## config.mk

```make
export PLATFORM = sky130hd
export DESIGN_NAME = cacheline_pmem_responder
export DESIGN_NICKNAME = d
export VERILOG_FILES = /design/src/rtl/lc3b_types.sv /design/src/rtl/line_beat_buffer.sv /design/src/rtl/cacheline_pmem_responder.sv
export SDC_FILE = /design/constraint.sdc
export NUM_CORES = 1
export LEC_CHECK = 0
export BUFFER_PORTS_ARGS = -buffer_cell sky130_fd_sc_hd__buf_2
export CAP_MARGIN = 40
export CORE_ASPECT_RATIO = 0.8
export CORE_MARGIN = 3
export CORE_UTILIZATION = 32
export DETAILED_ROUTE_END_ITERATION = 12
export PLACE_DENSITY_LB_ADDON = 0.12
export SLEW_MARGIN = 20
export SYNTH_ARGS = -nofsm -noshare
export SYNTH_HDL_FRONTEND = slang
export SYNTH_SLANG_ARGS = --single-unit
```

## constraint.sdc

```tcl
create_clock -name clk -period 3.1 [get_ports clk]
set_input_delay 0.465 -clock clk [delete_from_list [all_inputs] [get_ports clk]]
set_output_delay 0.465 -clock clk [all_outputs]
set_load 0.005 [all_outputs]
```

## src/rtl/lc3b_types.sv

```systemverilog
`default_nettype none
// ============================================================================
// Package     : lc3b_types
// Description : Shared LC-3b memory-path types: the 16-bit word, the 128-bit
//               cache line and the 3-bit beat index that selects a word
//               within a line.
// Revision    : 1.0 - initial release
// ============================================================================
package lc3b_types;

    typedef logic [15:0]  lc3b_word;
    typedef logic [127:0] cache_line;
    typedef logic [2:0]   lc3b_beat;

    // 16-bit words per 128-bit line
    localparam int LINE_WORDS = 8;

endpackage
`default_nettype wire

```

## src/rtl/line_beat_buffer.sv

```systemverilog
`default_nettype none
// ============================================================================
// Module      : line_beat_buffer
// Description : One cache line held as LINE_WORDS 16-bit words. The whole line
//               can be loaded at once, or a single word can be loaded at a
//               beat index. The full line and one word chosen by a separate
//               read index are always visible.
// Ports       : clk       - clock
//               reset_n   - asynchronous active-low clear
//               line_load - load all words from line_in (wins over word_load)
//               line_in   - line to load
//               word_load - load word_in into word[word_idx]
//               word_idx  - beat index for word_load
//               word_in   - word to load
//               rd_idx    - beat index for word_out
//               line_out  - full stored line, word k at bits [16k+15:16k]
//               word_out  - stored word[rd_idx]
// Revision    : 1.0 - initial release
// ============================================================================
module line_beat_buffer
    import lc3b_types::*;
(
    input  logic      clk,
    input  logic      reset_n,
    input  logic      line_load,
    input  cache_line line_in,
    input  logic      word_load,
    input  lc3b_beat  word_idx,
    input  lc3b_word  word_in,
    input  lc3b_beat  rd_idx,
    output cache_line line_out,
    output lc3b_word  word_out
);

    lc3b_word r_words [LINE_WORDS];

    always_ff @(posedge clk or negedge reset_n) begin
        if (!reset_n) begin
            for (int i = 0; i < LINE_WORDS; i++) begin
                r_words[i] <= '0;
            end
        end else begin
            for (int i = 0; i < LINE_WORDS; i++) begin
                if (line_load) begin
                    r_words[i] <= line_in[16*i +: 16];
                end else if (word_load && (word_idx == lc3b_beat'(i))) begin
                    r_words[i] <= word_in;
                end
            end
        end
    end

    generate
        for (genvar gi = 0; gi < LINE_WORDS; gi++) begin : g_word
            assign line_out[16*gi +: 16] = r_words[gi];
        end
    endgenerate

    assign word_out = r_words[rd_idx];

endmodule
`default_nettype wire

```

## src/rtl/cacheline_pmem_responder.sv

```systemverilog
`default_nettype none
// ============================================================================
// Module      : cacheline_pmem_responder
// Description : Memory-side responder for an L1 cache. Each 128-bit line read
//               or write request is carried out as LINE_WORDS sequential
//               16-bit word transfers on the physical-memory bus, lowest
//               address first, followed by a one-cycle mem_resp.
// Ports       : clk, reset_n      - clock, asynchronous active-low reset
//               mem_address       - line byte address (bits [3:0] ignored)
//               mem_read/write    - level line requests (write has priority)
//               mem_wdata         - line to write
//               mem_resp          - one-cycle completion pulse
//               mem_rdata         - assembled read line
//               pmem_address      - word byte address {line, beat, 1'b0}
//               pmem_read/write   - word strobes, held until pmem_resp
//               pmem_wdata        - word being written
//               pmem_rdata        - returned word, valid with pmem_resp
//               pmem_resp         - word transfer done
// Revision    : 1.0 - initial release
// ============================================================================
module cacheline_pmem_responder
    import lc3b_types::cache_line, lc3b_types::lc3b_word, lc3b_types::lc3b_beat;
#(
    parameter int LINE_WORDS = 8,
    parameter int ADDR_WIDTH = 16
) (
    input  logic                  clk,
    input  logic                  reset_n,
    input  logic [ADDR_WIDTH-1:0] mem_address,
    input  logic                  mem_read,
    input  logic                  mem_write,
    input  cache_line             mem_wdata,
    output logic                  mem_resp,
    output cache_line             mem_rdata,
    output logic [ADDR_WIDTH-1:0] pmem_address,
    output logic                  pmem_read,
    output logic                  pmem_write,
    output lc3b_word              pmem_wdata,
    input  lc3b_word              pmem_rdata,
    input  logic                  pmem_resp
);

    localparam logic [1:0] c_st_idle  = 2'd0;
    localparam logic [1:0] c_st_read  = 2'd1;
    localparam logic [1:0] c_st_write = 2'd2;
    localparam logic [1:0] c_st_resp  = 2'd3;

    localparam lc3b_beat c_last_beat = lc3b_beat'(LINE_WORDS - 1);

    logic [1:0]            r_state;
    logic [1:0]            w_next_state;
    logic [ADDR_WIDTH-5:0] r_line_addr;
    lc3b_beat              r_beat;
    lc3b_word              r_pmem_wdata;

    logic      w_accept_wr;
    logic      w_accept_rd;
    logic      w_strobe;
    logic      w_beat_done;
    logic      w_last;
    lc3b_beat  w_next_beat;
    lc3b_word  w_wr_next_word;
    lc3b_word  w_rd_word_unused;
    cache_line w_wr_line_unused;
    logic [3:0] w_addr_low_unused;

    // Byte offset within the line plays no part in the transfer
    assign w_addr_low_unused = mem_address[3:0];

    // Write takes priority; a concurrent read stays pending for the next IDLE
    assign w_accept_wr = (r_state == c_st_idle) && mem_write;
    assign w_accept_rd = (r_state == c_st_idle) && !mem_write && mem_read;
    assign w_strobe    = (r_state == c_st_read) || (r_state == c_st_write);
    assign w_beat_done = w_strobe && pmem_resp;
    assign w_last      = (r_beat == c_last_beat);
    assign w_next_beat = r_beat + 3'd1;

    // ------------------------------------------------------------------
    // State register
    // ------------------------------------------------------------------
    always_ff @(posedge clk or negedge reset_n) begin
        if (!reset_n) begin
            r_state <= c_st_idle;
        end else begin
            r_state <= w_next_state;
        end
    end

    // ------------------------------------------------------------------
    // Next-state logic
    // ------------------------------------------------------------------
    always_comb begin
        w_next_state = r_state;
        case (r_state)
            c_st_idle: begin
                if (w_accept_wr) begin
                    w_next_state = c_st_write;
                end else if (w_accept_rd) begin
                    w_next_state = c_st_read;
                end
            end
            c_st_read, c_st_write: begin
                if (w_beat_done && w_last) begin
                    w_next_state = c_st_resp;
                end
            end
            c_st_resp: w_next_state = c_st_idle;
            default:   w_next_state = c_st_idle;
        endcase
    end

    // ------------------------------------------------------------------
    // Outputs decoded from state; reset drops them without a clock edge
    // ------------------------------------------------------------------
    always_comb begin
        pmem_read  = 1'b0;
        pmem_write = 1'b0;
        mem_resp   = 1'b0;
        case (r_state)
            c_st_read:  pmem_read  = 1'b1;
            c_st_write: pmem_write = 1'b1;
            c_st_resp:  mem_resp   = 1'b1;
            default: ;
        endcase
    end

    // ------------------------------------------------------------------
    // Line address, beat counter and outgoing write word.
    // pmem_wdata is a register preloaded one beat ahead so it holds its
    // value outside write transfers instead of following the beat counter
    // through unrelated reads.
    // ------------------------------------------------------------------
    always_ff @(posedge clk or negedge reset_n) begin
        if (!reset_n) begin
            r_line_addr  <= '0;
            r_beat       <= '0;
            r_pmem_wdata <= '0;
        end else begin
            if (w_accept_wr || w_accept_rd) begin
                r_line_addr <= mem_address[ADDR_WIDTH-1:4];
                r_beat      <= '0;
            end else if (w_beat_done && !w_last) begin
                r_beat <= w_next_beat;
            end

            if (w_accept_wr) begin
                r_pmem_wdata <= mem_wdata[15:0];
            end else if (w_beat_done && (r_state == c_st_write) && !w_last) begin
                r_pmem_wdata <= w_wr_next_word;
            end
        end
    end

    // Write-data latch: whole line captured at acceptance, read back one
    // word ahead of the current beat
    line_beat_buffer u_wr_buf (
        .clk       (clk),
        .reset_n   (reset_n),
        .line_load (w_accept_wr),
        .line_in   (mem_wdata),
        .word_load (1'b0),
        .word_idx  (3'd0),
        .word_in   (16'd0),
        .rd_idx    (w_next_beat),
        .line_out  (w_wr_line_unused),
        .word_out  (w_wr_next_word)
    );

    // Read assembly: one word captured per completed read beat
    line_beat_buffer u_rd_buf (
        .clk       (clk),
        .reset_n   (reset_n),
        .line_load (1'b0),
        .line_in   ('0),
        .word_load (w_beat_done && (r_state == c_st_read)),
        .word_idx  (r_beat),
        .word_in   (pmem_rdata),
        .rd_idx    (r_beat),
        .line_out  (mem_rdata),
        .word_out  (w_rd_word_unused)
    );

    assign pmem_address = {r_line_addr, r_beat, 1'b0};
    assign pmem_wdata   = r_pmem_wdata;

endmodule
`default_nettype wire

```

==> metrics.md, run 1 <==
| Metric | Value |
|---|---|
| Final ANT Viol Nets | 0 |
| Initial antenna violation count | 2 |
| Max Fanout on Critical Path | 16 |
| Vias in the first global route | 9187 |
| Root Driver | clkbuf_16 |
| HP Class | in -> reg |
| Fmax | 0.4407 GHz |
| Synthesized area per cell | 11.99 um^2 |
| Arr. time, crit path | 2.74 ns |
| # Max-Cap Violations | 0 |
| Vias per inst | 4.717 |
| Total routed wirelength | 38340 um |
| Aggregate negative setup slack | 0 ns |
| Final-report max-slew violation count | 0 |
| Setup violators final | 0 |
| Power density over the cells | 1067 nW/um^2 |
| Post-synth top area share | 0.5799 |
| Width of the die | 226.7 um |
| Via count | 8850 |
| Synth-to-Final Area Change | 26.18% |
| Clock Skew | 0.02836 ns |
| Syn_nets | 1216 |
| Post-Synthesis Cells | 1040 |
| Commonest non-fill, non-tap cell in the layout | nand2_1 |
| Share of cells above drive strength 1 | 0.4094 |
| Post-Syn Area | 12470 um^2 |
| Worst vdd ir | 0.0005323 V |
| DP Cell Count | 1815 |
| Post-layout minimum cycle time | 2.269 ns |
| Leak | 0.008625 uW |
| Initial Util | 0.3251 |
| WP data required | 3.57 ns |
| Sequential area share after synthesis | 0.5799 |
| Final HPWL DP | 26420 um |
| Setup CP Type | reg -> reg |
| Row count | 64 |
| Core box area | 38360 um^2 |
| Slew margin rel. | 0.5538 |
| Drt wl/cell | 20.44 um |
| Crit path launch type | flip-flop |
| Clk sink count | 289 |
| Drt first pass iters | 6 |
| Clock buffer depth | 3 |
| Largest net degree at the start of global routing | 119 |
| Post-CTS Resized | 0 |
| Die height | 182.6 um |
| #FFs+latches synth | 289 |
| Number of remaining DRC errors | 0 |
| Gpl congestion | 0.7687 |
| Nets | 1533 |
| TritonCTS Buffers | 34 |
| Io pins | 328 |
| Worst-path clk slew | 0.06 ns |
| Largest cells by area after synthesis | dfrtp_1 (58%), nand2_1 (10%), mux2_2 (7.3%) |
| CTS tree | built |
| Setup bufs post-CTS | 0 |
| Finished Core Util | 0.4102 |
| Worst-Skew Late Latency | 0.53 ns |
| Max H-tree Level | 2 |
| Grt total ovfl | 0 |
| Syn. warnings | 0 |
| RSZ-0062 raised after global routing | false |
| Crit path capture type | flip-flop |
| Actual slew at the worst max-slew pin | 0.6693 ns |
| Run status | complete, no violations |
| Global-route wire length before repair | 57570 um |
| GRT Total Usage | 0.1829 |
| Die area | 41390 um^2 |
| Largest area contributor in the netlist | dfrtp_1 |
| Port Buf Inserts | 322 |
| Fin cells | 1876 |
| Part of the cycle the worst path needs | 0.7320 |
| Initial DRC Count | 528 |
| Final Hold Vio Count | 0 |
| Yosys cell types | 31 |
| Most frequent cells in the layout | nand2_1 (337), buf_2 (321), dfrtp_1 (288) |
==> cell usage after synthesis (all sizes together) <==
library cell and count:
a211oi 16, a21o 32, a21oi 1, a222oi 16, a22oi 1, a31o 16
and2 2, and3 17, and3b 1, buf 45, clkbuf 20, conb 1
dfrtp 289, ha 11, inv 5, mux2 141, mux2i 68, nand2 344
nand3 2, nand3b 1, nand4b 1, nor2 5, nor2b 4, xnor2 1
==> worst max-delay path: stages (launching register included) <==
cell and delay (ns):
dfrtp_4 0.51, ha_1 0.24, ha_1 0.36, nor2b_1 0.07, buf_4 0.20, a222oi_1 0.65, a21o_1 0.19
==> power by group <==
group	internal [uW]	switching (uW)	leakage, uW
registers	5540	933	0.00362
logic	3040	3190	0.00446
clock network	2450	1630	0.000548
total	11000	5760	0.00863
==> flip-flops by register name, summed over array words and instances (netlist names) <==
name / cells
pmem_wdata: 16
u_wr_buf.line_out: 128
u_rd_buf.line_out: 128
r_line_addr: 12
r_beat: 3
r_state: 2
==> kinds of logic after synthesis <==
| group | Yosys count | share of synthesized area |
|---|---|---|
| and+or+nand+nor | 377 | 0.1232 |
| DFF | 289 | 0.5799 |
| muxes | 209 | 0.2000 |
| AOI/OAI and AO/OA | 82 | 0.05398 |
| buffers and inverters | 70 | 0.03090 |
| adders and majority gates | 11 | 0.01104 |
| other | 1 | 0.0003007 |
| xor gates and xnor gates | 1 | 0.0007024 |
==> metal layers <==
| layer | wire length [um] | track usage | part of all wire |
|---|---|---|---|
| met1 | 18440 | 0.2675 | 0.48 |
| met3 | 2363 | 0.04696 | 0.062 |
| met4 | 689 | 0.04469 | 0.018 |
| met5 | 0 | 0 | 0 |
| met2 | 16850 | 0.2705 | 0.44 |
==> area by class of cell <==
class	count	area, um^2
antenna	1	2.502
clock buffer	42	922.1
timing repair buffer	346	1879
inverter	5	18.77
multi-input combinational	681	4861
fill	3781	22620
sequential	289	7236
tap	495	619.3
clock inverter	17	196.4
==> through the flow <==
stage | hold WS (ns) | total power [uW] | setup WS, ns | area, um^2
global route | 0.1084 | 17940 | 0.7567 | 15740
CTS | 0.09911 | 17060 | 0.8313 | 15730
floorplan | 0.1694 | 10150 | 0.8860 | 12470
detailed placement | 0.4611 | 12860 | 0.8518 | 14600
finish | 0.1292 | 16790 | 0.8307 | 15740
global placement | 0.4577 | 12770 | 0.8631 | 14600
==> path summary, 6_finish.rpt <==
kind	startpoint	to	slack, ns	cells past startpoint
max	r_beat[0]$_DFFE_PN0P_	pmem_wdata[6]$_DFFE_PN0P_	0.83	6
min	mem_wdata[91]	u_wr_buf.line_out[91]$_DFFE_PN0P_	0.13	3
max reg2reg	r_beat[0]$_DFFE_PN0P_	pmem_wdata[6]$_DFFE_PN0P_	0.83	6
min reg2reg	u_wr_buf.line_out[55]$_DFFE_PN0P_	u_wr_buf.line_out[55]$_DFFE_PN0P_	0.47	2
max in group asynchronous	reset_n	r_state[0]$_DFFE_PN0P_	1.68	3
min in group asynchronous	reset_n	u_rd_buf.line_out[110]$_DFFE_PN0P_	0.53	2
==> timing repair <==
item	4_1_cts	5_1_grt
setup endpoints to repair	0	0
hold buffers	1	0
endpoints found under the hold margin	72	0
Note: power is estimated with default switching activity, not from simulation.
==> run 2, diff against run 1 <==
==> constraint.sdc (replaced) <==
create_clock -name clk -period 2 [get_ports clk]
set_input_delay 0.3 -clock clk [delete_from_list [all_inputs] [get_ports clk]]
set_output_delay 0.3 -clock clk [all_outputs]
set_load 0.005 [all_outputs]
==> metrics.md, run 2 (synthesis gave the netlist of run 1 again) <==
| Metric | Value |
|---|---|
| Initial DRC Count | 530 (+0.38%) |
| Switching part of the total | 0.3407 (-0.002196) |
| Setup violators final | 0 (unchanged) |
| Grt total ovfl | 0 (unchanged) |
| Finished Core Util | 0.4617 (+0.05147) |
| CTS tree | built |
| Setup CP Type | reg -> reg |
| # Max-Cap Violations | 0 (unchanged) |
| Width of the die | 226.7 um (unchanged) |
| CP max stage cell | dfrtp_4 |
| Net Sw Power | 9315 uW (+62%) |
| Via count | 9433 (+6.6%) |
| Worst-Skew Late Latency | 0.51 ns (-0.02 ns) |
| Final Hold Vio Count | 0 (unchanged) |
| Clk sink count | 289 (unchanged) |
| Gpl congestion | 0.7682 (about the same) |
| Synth-to-Final Area Change | 42.01% |
| Root Driver | clkbuf_16 |
| Drt first pass iters | 4 (-2) |
| Worst-path clk slew | 0.06 ns (about the same) |
| Worst path cell trace | ha_4 -> buf_6 -> ha_4 -> nand4b_1 -> buf_6 -> buf_12 -> a31o_4 -> a21o_1 |
| Comb pwr share | 0.410 (+0.039) |
| Die area | 41390 um^2 (unchanged) |
| Crit path capture type | flip-flop |
| Clock Skew | 0.01650 ns (-0.01186 ns) |
| Aggregate negative setup slack | 0 ns (unchanged) |
| Initial Util | 0.3251 (unchanged) |
| WP data required | 2.41 ns (-1.16 ns) |
| Slowest stage delay, CP | 0.50 ns (-0.15 ns) |
| Core box area | 38360 um^2 (unchanged) |
| Final HPWL DP | 26890 um (+1.8%) |
| Most frequent cells in the layout | nand2_1 (337), buf_2 (321), dfrtp_1 (288) |
| Die height | 182.6 um (unchanged) |
| Final worst-path setup slack | 0.06841 ns (-0.7623 ns) |
| Drt wl/cell | 19.71 um (-3.5%) |
| Post-Place Setup Slack | -0.04071 ns (-0.8926 ns) |
| Final-report max-slew violation count | 0 (unchanged) |
| Crit path launch type | flip-flop |
| HP Class | in -> reg |
| Largest net degree at the start of global routing | 67 (-44%) |
| Fmax | 0.5177 GHz (+17%) |
| Arr. time, crit path | 2.34 ns (-0.40 ns) |
| GRT Total Usage | 0.1916 (+0.008710) |
| Global-route wire length before repair | 60810 um (+5.6%) |
| Clock share of power | 0.222 (-0.021) |
| Part of the cycle the worst path needs | 0.9658 (+0.2338) |
| Power density over the cells | 1544 nW/um^2 (+45%) |
| Max Fanout on Critical Path | 8 (-8) |
| Max H-tree Level | 2 (unchanged) |
| Final ANT Viol Nets | 0 (unchanged) |
| Number of remaining DRC errors | 0 (unchanged) |
| Io pins | 328 (unchanged) |
| Leak | 0.009475 uW (+9.9%) |
| Commonest non-fill, non-tap cell in the layout | nand2_1 |
| Nets | 1685 (+9.9%) |
| Row count | 64 (unchanged) |
| Vias in the first global route | 9927 (+8.1%) |
| Vias per inst | 4.651 (-1.4%) |
| TritonCTS Buffers | 34 (unchanged) |
| Ant diodes | 0 (-1) |
| Port Buf Inserts | 322 (unchanged) |
| Internal | 18020 uW (+63%) |
| Initial antenna violation count | 0 (-2) |
| Post-layout minimum cycle time | 1.932 ns (-0.3377 ns) |
| Run status | complete, no violations |
| Total routed wirelength | 39980 um (+4.3%) |
| Final Total Pwr | 27340 uW (+63%) |
| Actual slew at the worst max-slew pin | 0.4889 ns (-0.1804 ns) |
| Worst vdd ir | 0.0007043 V (+32%) |
| Share of cells above drive strength 1 | 0.4103 (+0.0008863) |
| Reg power frac | 0.369 (-0.016) |
| Slew margin rel. | 0.6647 (+0.1109) |
| Clock buffer depth | 3 (unchanged) |
[run 2: changes by cell type in the layout (fill, tap and decap cells not counted), moves of 4 or more]
cell | previous run | this run
dlygate4sd3_1 | 1 | 114
a211oi_1 | 16 | 0
a211oi_2 | 0 | 16
a31o_2 | 16 | 0
a31o_4 | 0 | 16
buf_12 | 6 | 22
buf_4 | 17 | 33
clkbuf_8 | 2 | 6
ha_1 | 11 | 7
ha_4 | 0 | 4
[run 2: path summary, 6_finish.rpt]
kind,start,to,slack [ns],cells past startpoint
min in group asynchronous,reset_n,u_wr_buf.line_out[99]$_DFFE_PN0P_,0.24,2
min reg2reg,u_wr_buf.line_out[50]$_DFFE_PN0P_,u_wr_buf.line_out[50]$_DFFE_PN0P_,0.47,2
max,r_beat[0]$_DFFE_PN0P_,pmem_wdata[13]$_DFFE_PN0P_,0.07,8
max in group asynchronous,reset_n,u_wr_buf.line_out[51]$_DFFE_PN0P_,1.09,3
min,mem_wdata[73],u_wr_buf.line_out[73]$_DFFE_PN0P_,0.02,3
max reg2reg,r_beat[0]$_DFFE_PN0P_,pmem_wdata[13]$_DFFE_PN0P_,0.07,8
[run 2: final cells by class]
class,count,area (um^2)
repair buffers,498,3601
inverters,5,21.27
well taps,495,619.3
clock buffers,48,984.7
clock inverters,12,96.34
flip-flops and latches,289,7236
fillers,3614,20650
multi-input cells,681,5151
[run 2: critical path, delay by kind of cell, from the launching register on]
kind	cells	cell delay (ns)
flops	1	0.50
compound gates	2	0.39
buf+inv	3	0.42
fa+ha+maj	2	0.33
simple gates	1	0.17
[run 2: power groups by stage]
| stage | combinational [uW] | sequential [uW] | clock [uW] |
|---|---|---|---|
| 6_report | 11200 | 10100 | 6060 |
| 4_1_cts | 11000 | 10000 | 6260 |
| 3_5_place_dp | 10500 | 10100 | 0 |
| 2_1_floorplan | 5800 | 9990 | 0 |
| 5_1_grt | 12200 | 10400 | 6520 |
| 3_3_place_gp | 10400 | 10100 | 0 |
[run 2: timing repair]
item | CTS | global route
gates resized for setup | 22 | 27
hold buffers | 114 | 0
cloned | 2 | 1
endpoints found under the hold margin | 274 | 0
pin swaps | 3 | 16
setup buffers | 1 | 2
setup endpoints to repair | 17 | 16
[run 2: stage by stage]
stage	std cells	cell area [um^2]	hold WS (ns)
6_report	2028	17710	0.02215
3_3_place_gp	1848	15080	0.1775
4_1_cts	2025	17480	0.0001408
2_1_floorplan	1040	12500	0.004409
5_1_grt	2028	17710	0.01017
3_5_place_dp	1848	15080	0.1733
[run 2: layer usage]
metal  vias to the layer above  wire (um)  part of all wire  track usage
met1                      4704      19600              0.49       0.2811
met2                       220      18060              0.45       0.2984
li1                       4456          -                 -            -
met3                        53       1593             0.040      0.02975
met4                         0        730             0.018      0.04418
met5                         -          0                 0            0
==> run 3, diff against run 2 <==
--- a/config.mk
+++ b/config.mk
@@ -6,10 +6,9 @@
 export NUM_CORES = 1
 export LEC_CHECK = 0
 export BUFFER_PORTS_ARGS = -buffer_cell sky130_fd_sc_hd__buf_2
-export CAP_MARGIN = 40
 export CORE_ASPECT_RATIO = 0.8
 export CORE_MARGIN = 3
-export CORE_UTILIZATION = 32
+export CORE_UTILIZATION = 30
 export DETAILED_ROUTE_END_ITERATION = 12
 export PLACE_DENSITY_LB_ADDON = 0.12
 export SLEW_MARGIN = 20
==> metrics.md, run 3 (synthesis gave the netlist of run 1 again) <==
| Metric | Value |
|---|---|
| Run status | complete, no violations |
| Die height | 188.4 um (+3.2%) |
| RSZ-0062 raised after global routing | true |
| Worst-path clk slew | 0.06 ns (about the same) |
| Final Hold Vio Count | 0 (unchanged) |
| Final ANT Viol Nets | 0 (unchanged) |
| Row count | 66 (+3.1%) |
| Worst Hold Slack | 0.02887 ns (+0.006726 ns) |
| Fmax | 0.5155 GHz (-0.42%) |
| Post-Place Setup Slack | -0.2800 ns (-0.2393 ns) |
| Gpl congestion | 0.7615 (-0.87%) |
| Core box area | 40880 um^2 (+6.6%) |
| Actual slew at the worst max-slew pin | 0.5330 ns (+0.04406 ns) |
| Most frequent cells in the layout | nand2_1 (337), buf_2 (321), dfrtp_1 (288) |
| Die area | 44070 um^2 (+6.5%) |
| Synth-to-Final Area Change | 40.65% |
| TritonCTS Buffers | 34 (unchanged) |
| R2R depth | 8 (unchanged) |
| Worst-Skew Late Latency | 0.51 ns (about the same) |
| Crit path launch type | flip-flop |
| Vias in the first global route | 9759 (-1.7%) |
| Clock Skew | 0.02023 ns (+0.003734 ns) |
| Nets | 1669 (-0.95%) |
| Leak | 0.009344 uW (-1.4%) |
| GRT Total Usage | 0.1809 (-0.01066) |
| Drt wl/cell | 19.55 um (-0.85%) |
| Final Instance Area | 17540 um^2 (-0.95%) |
| HP Class | in -> reg |
| Share of cells above drive strength 1 | 0.3991 (-0.01123) |
| Slew margin rel. | 0.6447 (-0.02005) |
| Drt first pass iters | 5 (+1) |
| Final worst-path setup slack | 0.06029 ns (-0.008114 ns) |
| Root Driver | clkbuf_16 |
| Global-route wire length before repair | 61070 um (+0.42%) |
| Placed cell areas | 14990 um^2 (-0.62%) |
| Initial antenna violation count | 2 (+2) |
| CTS tree | built |
| WP data required | 2.40 ns (about the same) |
| Post-layout minimum cycle time | 1.940 ns (+0.008114 ns) |
| Clock buffer depth | 3 (unchanged) |
| Worst Hold Path Cells | 3 (unchanged) |
| Clk sink count | 289 (unchanged) |
| Setup violators final | 0 (unchanged) |
| Total routed wirelength | 40290 um (+0.77%) |
| Max Fanout on Critical Path | 8 (unchanged) |
| Number of remaining DRC errors | 0 (unchanged) |
| Max H-tree Level | 2 (unchanged) |
| Power density over the cells | 1555 nW/um^2 (+0.72%) |
| Worst vdd ir | 0.0006422 V (-8.8%) |
| Crit path capture type | flip-flop |
| Commonest non-fill, non-tap cell in the layout | nand2_1 |
| Port Buf Inserts | 322 (unchanged) |
| Width of the die | 234.0 um (+3.2%) |
| Io pins | 328 (unchanged) |
| Arr. time, crit path | 2.34 ns (about the same) |
| Initial Util | 0.3051 (-0.02004) |
| Via count | 9409 (-0.25%) |
| Vias per inst | 4.565 (-1.9%) |
| Grt total ovfl | 0 (unchanged) |
| Setup CP Type | reg -> reg |
| Final-report max-slew violation count | 0 (unchanged) |
| Part of the cycle the worst path needs | 0.9699 (+0.004057) |
| Initial DRC Count | 591 (+12%) |
| Final HPWL DP | 27370 um (+1.8%) |
| Largest net degree at the start of global routing | 89 (+33%) |
| # Max-Cap Violations | 0 (unchanged) |
==> run 3: changes by cell type in the layout (fill, tap and decap cells not counted), sizes merged <==
| cell | change |
|---|---|
| dlygate4sd3 | -4 |
| buf | -13 |
| clkinvlp | +1 |
| bufinv | +2 |
| clkinv | -2 |
| diode | +1 |
| inv | -1 |
==> run 3: critical path, cell delays in order, from the launching register on <==
cell and delay, ns:
dfrtp_4 0.49, ha_4 0.17, buf_6 0.11, ha_4 0.15
nand4b_1 0.18, buf_6 0.17, clkbuf_16 0.18, a31o_4 0.24
a21o_1 0.14
==> run 3: area by class of cell <==
cell class	instances	area [um^2]
clock inverters	12	145.1
flip-flops and latches	289	7236
multi-input cells	681	5024
well taps	544	680.7
repair buffers	482	3443
fillers	3950	23340
clock buffers	47	991.0
inverters	5	18.77
diodes	1	2.502
==> run 3: what timing repair did <==
action / CTS / global route
setup endpoints to repair: 49 / 90
pin swaps: 1 / 5
resized for setup: 8 / 18
hold buffers: 110 / 0
setup buffers: 2 / 1
hold endpoints to repair: 398 / 0
cloned: 2 / 2
==> run 3: report_power, final <==
group	switching (uW)	internal, uW
Sequential	1480	8590
Combinational	5230	5650
Clock	2470	3850
Total	9180	18100
==> run 3: through the flow <==
step	util	TNS (ns)	instances	power [uW]
after floorplan	-	0	1040	15800
after global placement	0.3667	-6.420	1884	20280
after detailed placement	0.3667	-6.885	1884	20420
after CTS	0.4243	-0.1514	2057	27400
after global routing	0.4291	-0.02587	2061	29080
final	0.4291	0	2061	27270
==> run 3: layer usage <==
metal | GRT usage | up-vias | routed length, um
met5 | 0 | - | 0
met1 | 0.2691 | 4699 | 19750
li1 | - | 4443 | -
met2 | 0.2739 | 223 | 17860
met4 | 0.04353 | 0 | 818
met3 | 0.03144 | 44 | 1857
==> run 3: worst paths after layout <==
| kind | start | end | slack, ns |
|---|---|---|---|
| worst max-delay path | r_beat[0]$_DFFE_PN0P_ | pmem_wdata[1]$_DFFE_PN0P_ | 0.06 |
| worst min-delay path | mem_wdata[124] | u_wr_buf.line_out[124]$_DFFE_PN0P_ | 0.03 |
| worst max register to register | r_beat[0]$_DFFE_PN0P_ | pmem_wdata[1]$_DFFE_PN0P_ | 0.06 |
| max in group asynchronous | reset_n | u_wr_buf.line_out[46]$_DFFE_PN0P_ | 1.08 |
| min in group asynchronous | reset_n | u_wr_buf.line_out[101]$_DFFE_PN0P_ | 0.20 |
| worst min register to register | u_wr_buf.line_out[48]$_DFFE_PN0P_ | u_wr_buf.line_out[48]$_DFFE_PN0P_ | 0.47 |
